[src/rtl/dma_read_responder_if.sv]
// Layer weight-fetch handshake plus memory read port of the DMA read responder.
// The responder connects through the slave modport; the layer/memory side uses master.
interface dma_read_responder_if #(
  parameter int ADDR_WIDTH = 27,
  parameter int DATA_WIDTH = 512
);
  logic                  dma_engineer_req;
  logic                  dma_engineer_ack;
  logic [ADDR_WIDTH-1:0] dma_engineer_start_addr;
  logic [ADDR_WIDTH-1:0] dma_engineer_length;
  logic [DATA_WIDTH-1:0] dma_engineer_dout;
  logic                  dma_engineer_dout_en;
  logic                  dma_engineer_dout_eop;
  logic                  mem_rd_en;
  logic [ADDR_WIDTH-1:0] mem_rd_addr;
  logic                  mem_rd_rdy;
  logic                  mem_rd_dout_en;
  logic [DATA_WIDTH-1:0] mem_rd_dout;
  logic                  dma_busy;

  modport slave (
    input  dma_engineer_req, dma_engineer_start_addr, dma_engineer_length,
           mem_rd_rdy, mem_rd_dout_en, mem_rd_dout,
    output dma_engineer_ack, dma_engineer_dout, dma_engineer_dout_en,
           dma_engineer_dout_eop, mem_rd_en, mem_rd_addr, dma_busy
  );

  modport master (
    output dma_engineer_req, dma_engineer_start_addr, dma_engineer_length,
           mem_rd_rdy, mem_rd_dout_en, mem_rd_dout,
    input  dma_engineer_ack, dma_engineer_dout, dma_engineer_dout_en,
           dma_engineer_dout_eop, mem_rd_en, mem_rd_addr, dma_busy
  );
endinterface

[src/rtl/dma_read_responder.sv]
// Accepts a layer weight-fetch request, issues word reads to memory with a bounded
// number in flight, and streams the in-order responses back with an end-of-packet flag.
module dma_read_responder #(
  parameter int ADDR_WIDTH      = 27,
  parameter int DATA_WIDTH      = 512,
  parameter int MAX_OUTSTANDING = 16,
  parameter int CNT_WIDTH       = 5
) (
  input  logic                 clk,
  input  logic                 rst,
  dma_read_responder_if.slave  bus
);
  typedef enum logic [1:0] {IDLE, ISSUE, DRAIN} state_t;

  localparam logic [ADDR_WIDTH-1:0] A_ONE   = ADDR_WIDTH'(1);
  localparam logic [CNT_WIDTH-1:0]  C_ONE   = CNT_WIDTH'(1);
  localparam logic [CNT_WIDTH-1:0]  C_LIMIT = CNT_WIDTH'(MAX_OUTSTANDING);

  state_t                state_q, state_d;
  logic [ADDR_WIDTH-1:0] addr_q, addr_d;
  logic [ADDR_WIDTH-1:0] len_q, len_d;
  logic [ADDR_WIDTH-1:0] issued_q, issued_d;
  logic [ADDR_WIDTH-1:0] received_q, received_d;
  logic [CNT_WIDTH-1:0]  outstanding_q, outstanding_d;
  logic [DATA_WIDTH-1:0] dout_q, dout_d;
  logic                  ack_q, ack_d;
  logic                  dout_en_q, dout_en_d;
  logic                  eop_q, eop_d;
  logic                  busy_q, busy_d;

  logic rd_en, issue_fire, capture, last_capture;

  assign rd_en        = (state_q == ISSUE) && (issued_q < len_q) && (outstanding_q < C_LIMIT);
  assign issue_fire   = rd_en && bus.mem_rd_rdy;
  assign capture      = (state_q != IDLE) && bus.mem_rd_dout_en;
  assign last_capture = capture && (received_q == (len_q - A_ONE));

  always_comb begin
    state_d       = state_q;
    addr_d        = addr_q;
    len_d         = len_q;
    issued_d      = issued_q;
    received_d    = received_q;
    outstanding_d = outstanding_q;
    dout_d        = dout_q;
    ack_d         = 1'b0;
    dout_en_d     = capture;
    eop_d         = last_capture;

    if (capture) begin
      dout_d     = bus.mem_rd_dout;
      received_d = received_q + A_ONE;
    end

    if (issue_fire && !capture) begin
      outstanding_d = outstanding_q + C_ONE;
    end else if (!issue_fire && capture && (outstanding_q != '0)) begin
      outstanding_d = outstanding_q - C_ONE;
    end

    unique case (state_q)
      IDLE: begin
        // ack_q blocks a req still held during the ack cycle of a zero-length fetch
        if (bus.dma_engineer_req && !ack_q) begin
          addr_d        = bus.dma_engineer_start_addr;
          len_d         = bus.dma_engineer_length;
          issued_d      = '0;
          received_d    = '0;
          outstanding_d = '0;
          ack_d         = 1'b1;
          if (bus.dma_engineer_length != '0) state_d = ISSUE;
        end
      end
      ISSUE: begin
        if (issue_fire) begin
          issued_d = issued_q + A_ONE;
          addr_d   = addr_q + A_ONE;
          if ((issued_q + A_ONE) == len_q) state_d = DRAIN;
        end
      end
      DRAIN: begin
        if (last_capture) state_d = IDLE;
      end
      default: state_d = IDLE;
    endcase

    busy_d = (state_d != IDLE);
  end

  always_ff @(posedge clk) begin
    if (rst) begin
      state_q       <= IDLE;
      addr_q        <= '0;
      len_q         <= '0;
      issued_q      <= '0;
      received_q    <= '0;
      outstanding_q <= '0;
      dout_q        <= '0;
      ack_q         <= 1'b0;
      dout_en_q     <= 1'b0;
      eop_q         <= 1'b0;
      busy_q        <= 1'b0;
    end else begin
      state_q       <= state_d;
      addr_q        <= addr_d;
      len_q         <= len_d;
      issued_q      <= issued_d;
      received_q    <= received_d;
      outstanding_q <= outstanding_d;
      dout_q        <= dout_d;
      ack_q         <= ack_d;
      dout_en_q     <= dout_en_d;
      eop_q         <= eop_d;
      busy_q        <= busy_d;
    end
  end

  assign bus.dma_engineer_ack      = ack_q;
  assign bus.dma_engineer_dout     = dout_q;
  assign bus.dma_engineer_dout_en  = dout_en_q;
  assign bus.dma_engineer_dout_eop = eop_q;
  assign bus.mem_rd_en             = rd_en;
  assign bus.mem_rd_addr           = addr_q;
  assign bus.dma_busy              = busy_q;
endmodule

[src/flat_wrapper.sv]
// flat-port wrapper written by rule: the top's interface ports become plain ports
module dma_read_responder_flat 
#(
  parameter int ADDR_WIDTH      = 27,
  parameter int DATA_WIDTH      = 512,
  parameter int MAX_OUTSTANDING = 16,
  parameter int CNT_WIDTH       = 5
)
  (clk, rst, bus_dma_engineer_req, bus_dma_engineer_start_addr, bus_dma_engineer_length, bus_mem_rd_rdy, bus_mem_rd_dout_en, bus_mem_rd_dout, bus_dma_engineer_ack, bus_dma_engineer_dout, bus_dma_engineer_dout_en, bus_dma_engineer_dout_eop, bus_mem_rd_en, bus_mem_rd_addr, bus_dma_busy);
  dma_read_responder_if #(.ADDR_WIDTH(ADDR_WIDTH), .DATA_WIDTH(DATA_WIDTH)) bus_i ();
  input  logic clk;
  input  logic rst;
  input wire logic [$bits(bus_i.dma_engineer_req)-1:0] bus_dma_engineer_req;
  input wire logic [$bits(bus_i.dma_engineer_start_addr)-1:0] bus_dma_engineer_start_addr;
  input wire logic [$bits(bus_i.dma_engineer_length)-1:0] bus_dma_engineer_length;
  input wire logic [$bits(bus_i.mem_rd_rdy)-1:0] bus_mem_rd_rdy;
  input wire logic [$bits(bus_i.mem_rd_dout_en)-1:0] bus_mem_rd_dout_en;
  input wire logic [$bits(bus_i.mem_rd_dout)-1:0] bus_mem_rd_dout;
  output wire logic [$bits(bus_i.dma_engineer_ack)-1:0] bus_dma_engineer_ack;
  output wire logic [$bits(bus_i.dma_engineer_dout)-1:0] bus_dma_engineer_dout;
  output wire logic [$bits(bus_i.dma_engineer_dout_en)-1:0] bus_dma_engineer_dout_en;
  output wire logic [$bits(bus_i.dma_engineer_dout_eop)-1:0] bus_dma_engineer_dout_eop;
  output wire logic [$bits(bus_i.mem_rd_en)-1:0] bus_mem_rd_en;
  output wire logic [$bits(bus_i.mem_rd_addr)-1:0] bus_mem_rd_addr;
  output wire logic [$bits(bus_i.dma_busy)-1:0] bus_dma_busy;
  assign bus_i.dma_engineer_req = bus_dma_engineer_req;
  assign bus_i.dma_engineer_start_addr = bus_dma_engineer_start_addr;
  assign bus_i.dma_engineer_length = bus_dma_engineer_length;
  assign bus_i.mem_rd_rdy = bus_mem_rd_rdy;
  assign bus_i.mem_rd_dout_en = bus_mem_rd_dout_en;
  assign bus_i.mem_rd_dout = bus_mem_rd_dout;
  assign bus_dma_engineer_ack = bus_i.dma_engineer_ack;
  assign bus_dma_engineer_dout = bus_i.dma_engineer_dout;
  assign bus_dma_engineer_dout_en = bus_i.dma_engineer_dout_en;
  assign bus_dma_engineer_dout_eop = bus_i.dma_engineer_dout_eop;
  assign bus_mem_rd_en = bus_i.mem_rd_en;
  assign bus_mem_rd_addr = bus_i.mem_rd_addr;
  assign bus_dma_busy = bus_i.dma_busy;
  dma_read_responder #(.ADDR_WIDTH(ADDR_WIDTH), .DATA_WIDTH(DATA_WIDTH), .MAX_OUTSTANDING(MAX_OUTSTANDING), .CNT_WIDTH(CNT_WIDTH)) u_core (.clk(clk), .rst(rst), .bus(bus_i));
endmodule
[config.mk]
export PLATFORM = sky130hd
export DESIGN_NAME = dma_read_responder_flat
export DESIGN_NICKNAME = d
export VERILOG_FILES = /design/src/rtl/dma_read_responder_if.sv /design/src/rtl/dma_read_responder.sv /design/src/flat_wrapper.sv
export SDC_FILE = /design/constraint.sdc
export NUM_CORES = 1
export LEC_CHECK = 0
export ABC_AREA = 1
export BUFFER_PORTS_ARGS = -buffer_cell sky130_fd_sc_hd__buf_4
export CAP_MARGIN = 0
export CORE_AREA = 5 5 433 435
export DETAILED_ROUTE_END_ITERATION = 8
export DIE_AREA = 0 0 438 440
export PLACE_DENSITY = 0.39
export SYNTH_ARGS = -nofsm -noshare
export SYNTH_HDL_FRONTEND = slang
export SYNTH_SLANG_ARGS = --single-unit
export TNS_END_PERCENT = 20
[constraint.sdc]
create_clock -name clk -period 4.5 [get_ports clk]
set_input_delay 0.675 -clock clk [delete_from_list [all_inputs] [get_ports clk]]
set_output_delay 0.675 -clock clk [all_outputs]
set_load 0.01 [all_outputs]
---- Word-level counts from Yosys, hierarchy flattened ----
Cells that the tools add are included.
word-level totals
  register bits ........................... 631
  input port bits ......................... 571
  output and inout port bits .............. 544
  logic and storage cells ................. 67
operators by class
  add/sub/neg operators ................... 6
  $lt $le $gt $ge ......................... 2
  eq/ne operators ......................... 6
  muxes and demuxes ....................... 20
  bitwise operators ....................... 1
  reduce and logical (&&, ||, !) cells .... 21
operators by type and width
  cell                                                                     number
  27-bit two-way mux                                                       7
  27-bit case mux with 2 select lines                                      2
  27-bit by 1-bit adder with 27-bit output, second input constant          3
  27-bit equality test                                                     2
  27-bit less-than comparator                                              1
  27-bit nonzero test                                                      1
  27-bit by 1-bit subtractor with 27-bit output, second input constant     1
  5-bit two-way mux                                                        4
  2-bit two-way mux                                                        5
  1-bit logical AND                                                        9
  2-bit case mux with 3 select lines                                       1
  2-bit nonzero test                                                       3
  5-bit by 1-bit adder with 5-bit output, second input constant            1
  5-bit less-than comparator, second input constant                        1
  5-bit nonzero test                                                       1
  5-bit by 1-bit subtractor with 5-bit output, second input constant       1
  2-bit by 1-bit inequality test with 1-bit output, second input constant  2
  1-bit logical NOT                                                        3
  3-bit AND reduction                                                      1
  2-bit by 1-bit equality test with 1-bit output, second input constant    1
  2-bit equality test, second input constant                               1
  2-bit logical NOT                                                        1
  2-bit AND reduction                                                      1
  2-bit OR reduction                                                       1
  2 further kinds                                                          2

---- Logic depth before layout (Yosys ltp) ----
  depth after elaboration ................. 11
  mapped depth ............................ 18
  gate-level depth less buffers ........... 18

---- Worst setup path after synthesis ----
Ideal clock, no wire load.
  path type ............................... reg-to-reg
  start point ............................. reg u_core.len_q[18]
  end point ............................... reg u_core.addr_q[21], in the netlist u_core.bus.mem_rd_addr[21]
  arrival time ............................ 2025 ps
  slack ................................... 2338 ps
  cell stages (with the launch flop) ...... 15
  path buffers ............................ 2
  clock period less this slack ............ 2162 ps
  path through ............................ dfxtp_1 -> inv_1 -> ha_1 -> nand2_1 -> inv_1 -> nor3_1 -> nand2_1 -> a21oi_1 -> nand4_1 -> inv_2 -> nand2_2 -> nand2_1 -> buf_4 -> clkbuf_1 -> a31oi_1
on the way
  cells in the longest elaborated chain, start to end .. 6
ends and longest elaborated chain
  item                                                               RTL line                   text
  from (decl)                                                        dma_read_responder.sv:21   logic [ADDR_WIDTH-1:0] len_q, len_d;
  from (signal assigned)                                             dma_read_responder.sv:106  len_q <= len_d;
  27-bit less-than comparator                                        dma_read_responder.sv:33   assign rd_en = (state_q == ISSUE) && (issued_q < len_q) && (outstanding_q < C_LIMIT);
  1-bit logical AND (2 in a row)                                     dma_read_responder.sv:33
  via bus_mem_rd_en                                                  flat_wrapper.sv:23         output wire logic [$bits(bus_i.mem_rd_en)-1:0] bus_mem_rd_en;
  1-bit logical AND                                                  dma_read_responder.sv:34   assign issue_fire = rd_en && bus.mem_rd_rdy;
  2-bit by 1-bit inequality test with 1-bit output (no source line)  -
  3-bit AND reduction (no source line)                               -
  to (signal assigned)                                               dma_read_responder.sv:105  addr_q <= addr_d;
  to (decl)                                                          dma_read_responder.sv:20   logic [ADDR_WIDTH-1:0] addr_q, addr_d;
The timed path passes the listed nets, and every way through them passes these cells.
A chain may end at the register's enable or synchronous reset.

---- Final worst setup path ----
  start point ............................. reg u_core.issued_q[2]
  end point ............................... out bus_mem_rd_en
on the way
  cells in the longest elaborated chain, start to end .. 3
ends and longest elaborated chain
  item                            RTL line                   text
  from (decl)                     dma_read_responder.sv:22   logic [ADDR_WIDTH-1:0] issued_q, issued_d;
  from (signal assigned)          dma_read_responder.sv:107  issued_q <= issued_d;
  27-bit less-than comparator     dma_read_responder.sv:33
  1-bit logical AND (2 in a row)  dma_read_responder.sv:33
  to (decl)                       flat_wrapper.sv:23
Every way passes these cells.

==> results.yml <==
floorplanning:
  io_pins: 1115
  start_util: 0.129
  die_h_um: 440
  die_area_mm2: 0.193
  placement_rows: 157
  fp.coreArea_mm2: 0.183
  fp.dieW_um: 438
synth:
  synthTopCellsByCount: "dfxtp_1, a22o_1, nand2_1"
  syn-cell-area_mm2: 0.0236
  seq_area_frac_synth: 0.534
  syn_inst: 2408
  ys_types: 43
  yosys_warnings: 0
  ys.flop_type: "dfxtp_1"
  post_synth.cell_area_avg_um2: 9.82
  async_flop_share: 0
  ys_ff_latch: 631
  syn_nets: 3012
  yosys.area.top_type: "dfxtp_1"
  yosysMostFrequentCell: "dfxtp_1"
  synthTopCellsByArea: "dfxtp_1, a22o_1, nand2_1"
  synth_top_cell_area_share: 0.534
  synth_edf_count: 0
drt:
  wire_per_inst_um: 29.0
  drtIter0Drc: 1534
  via_count: 23200
  vias_per_cell: 3.89
  wl_um: 173000
  drc_errors: 0
  final_antenna_net_count: 0
  dr.pass1.iters: 5
sta:
  finalClockSkew_ns: 0.0390
  drv_slew: 0
  layout_min_cycle_time_ns: 3.30
  setup_tns_ns: 0
  hold_viol: 0
  rsz0062_at_grt: "no"
  tightest_slew_ns: 1.12
  fmax_ghz: 0.303
  fin_crit_sh: 0.733
  slew_headroom: 0.252
  final-setup-viol-count: 0
critical_path:
  worst_ep_arrival_time_ns: 2.62
  required_ns: 3.83
  critical_path_class: "flip-flop to output pin"
  startpoint_type: "flip-flop"
  crit_fanout: 7
  end_kind: "output pin"
clock_tree:
  ctsRootBufferMaster: "clkbuf_16"
  cts_hold_buf: 0
  postCtsSetupBuffers: 0
  cts_buffers: 89
  cts.sinks: 631
  max-clock-path-buffers: 3
  cts_htree_levels: 3
  cts_tree: "yes"
  clock_latency_ns: 0.70
  ctsResizeCount: 0
  path_clk_slew_ns: 0.06
global_route:
  grt_max_degree: 170
  grtUsageMet2: 0.298
  use_met3: 0.0567
  antenna_found_initial: 112
  grt-ovfl-total: 0
  use_met1: 0.196
  busiest_layer: "met2"
  grt_usage: 0.170
  grt_pass1_wl_um: 221000
  first_global_vias: 22700
pwr:
  ir_drop_mv: 0.229
  power_density_mw_per_mm2: 423
  total_leakage_power_uw: 0.0167
  power_uw: 16000
final_layout:
  final_nets: 4092
  area_growth_pct: 59.9
  drive_above_1_share: 0.382
placed_design:
  finalWeightedCongestion: 0.905
  portBuffers: 1114
  dp_hpwl_um: 143000
min_path:
  hp-class: "primary input to flip-flop"
flow_run:
  cap_violations: 0
status:
  outcome: "finished, final reports clean"
sequential cells by signal, summed over array words and instances (netlist names):
name                              cells
u_core.bus.dma_busy                   1
u_core.bus.dma_engineer_ack           1
u_core.bus.dma_engineer_dout_en       1
u_core.state_q                        2
u_core.outstanding_q                  5
u_core.bus.mem_rd_addr               27
u_core.len_q                         27
u_core.bus.dma_engineer_dout_eop      1
u_core.issued_q                      27
u_core.bus.dma_engineer_dout        512
u_core.received_q                    27
report_power, final:
part,internal [uW],switching (uW)
sequential,5880,278
combinational,1030,1310
clock,4470,3040
through the flow:
step | util | hold slack (ns) | area (um^2) | instances | setup slack [ns]
after CTS | 0.207 | 0.0863 | 37700 | 5944 | 1.14
after global placement | 0.190 | 0.454 | 34600 | 5782 | 1.38
after detailed placement | 0.190 | 0.456 | 34600 | 5782 | 1.30
final | 0.207 | 0.186 | 37800 | 5968 | 1.20
after floorplan | - | 0.444 | 23600 | 2408 | 2.34
after global routing | 0.207 | 0.117 | 37800 | 5957 | 0.908
final timing paths:
| kind | from | to | slack, ns | cells after the start |
|---|---|---|---|---|
| hold reg to reg | u_core.outstanding_q[4] | u_core.outstanding_q[4] | 0.47 | 2 |
| hold / removal | bus_mem_rd_dout[247] | u_core.bus.dma_engineer_dout[247] | 0.19 | 2 |
| setup / recovery | u_core.issued_q[2] | bus_mem_rd_en | 1.20 | 9 |
| setup reg to reg | u_core.issued_q[2] | u_core.bus.mem_rd_addr[1] | 1.30 | 13 |
placed cells by master (no fill, tap or decap), types with 15 or more instances in the layout:
| cell | instances |
|---|---|
| a21oi_1 | 58 |
| a22o_1 | 512 |
| buf_4 | 1128 |
| clkbuf_16 | 91 |
| clkbuf_8 | 24 |
| dfxtp_1 | 631 |
| diode_2 | 24 |
| ha_1 | 33 |
| inv_1 | 114 |
| nand2_1 | 313 |
| nand3_1 | 92 |
| nand4_1 | 24 |
| nor2_1 | 153 |
| nor2_2 | 15 |
| nor3_1 | 18 |
| o21ai_0 | 94 |
| xnor2_1 | 25 |
| xor2_1 | 64 |
per-layer routing:
metal  wire (um)  vias up
li1            -    10800
met1       67900    11200
met2       87500      857
met3       12500      315
met4        4720       54
met5         354        -
worst max-delay path: stages, from the launching register on:
cell     delay [ns]
dfxtp_1        0.53
ha_1           0.31
a21oi_1        0.14
o21ai_0        0.13
nand3_1        0.10
nand3_1        0.12
nand2_1        0.09
nand4_1        0.21
inv_2          0.13
buf_4          0.16
logic make-up (layout without fill, tap and decap cells):
family                   Yosys count  in the layout  share of synthesized area
AND/OR/NAND/NOR                  677            677                      0.129
adder cells (fa/ha/maj)           33             33                     0.0175
AO/OA/AOI/OAI                    696            696                      0.231
other                              0             24                          0
flip-flops                       631            631                      0.534
XOR/XNOR                          95             95                     0.0387
multiplexers                       5              5                    0.00212
buffers and inverters            271           1422                     0.0467
final cells by class:
type | count | area [um^2]
Inverter | 123 | 462
Antenna cell | 24 | 60.1
Clock inverter | 34 | 430
Sequential cell | 631 | 12600
Tap cell | 2385 | 2980
Multi-Input combinational cell | 1506 | 9920
Clock buffer | 128 | 2660
Fill cell | 20200 | 145000
Timing Repair Buffer | 1137 | 8650
Note: power is estimated with default switching activity, not from simulation.
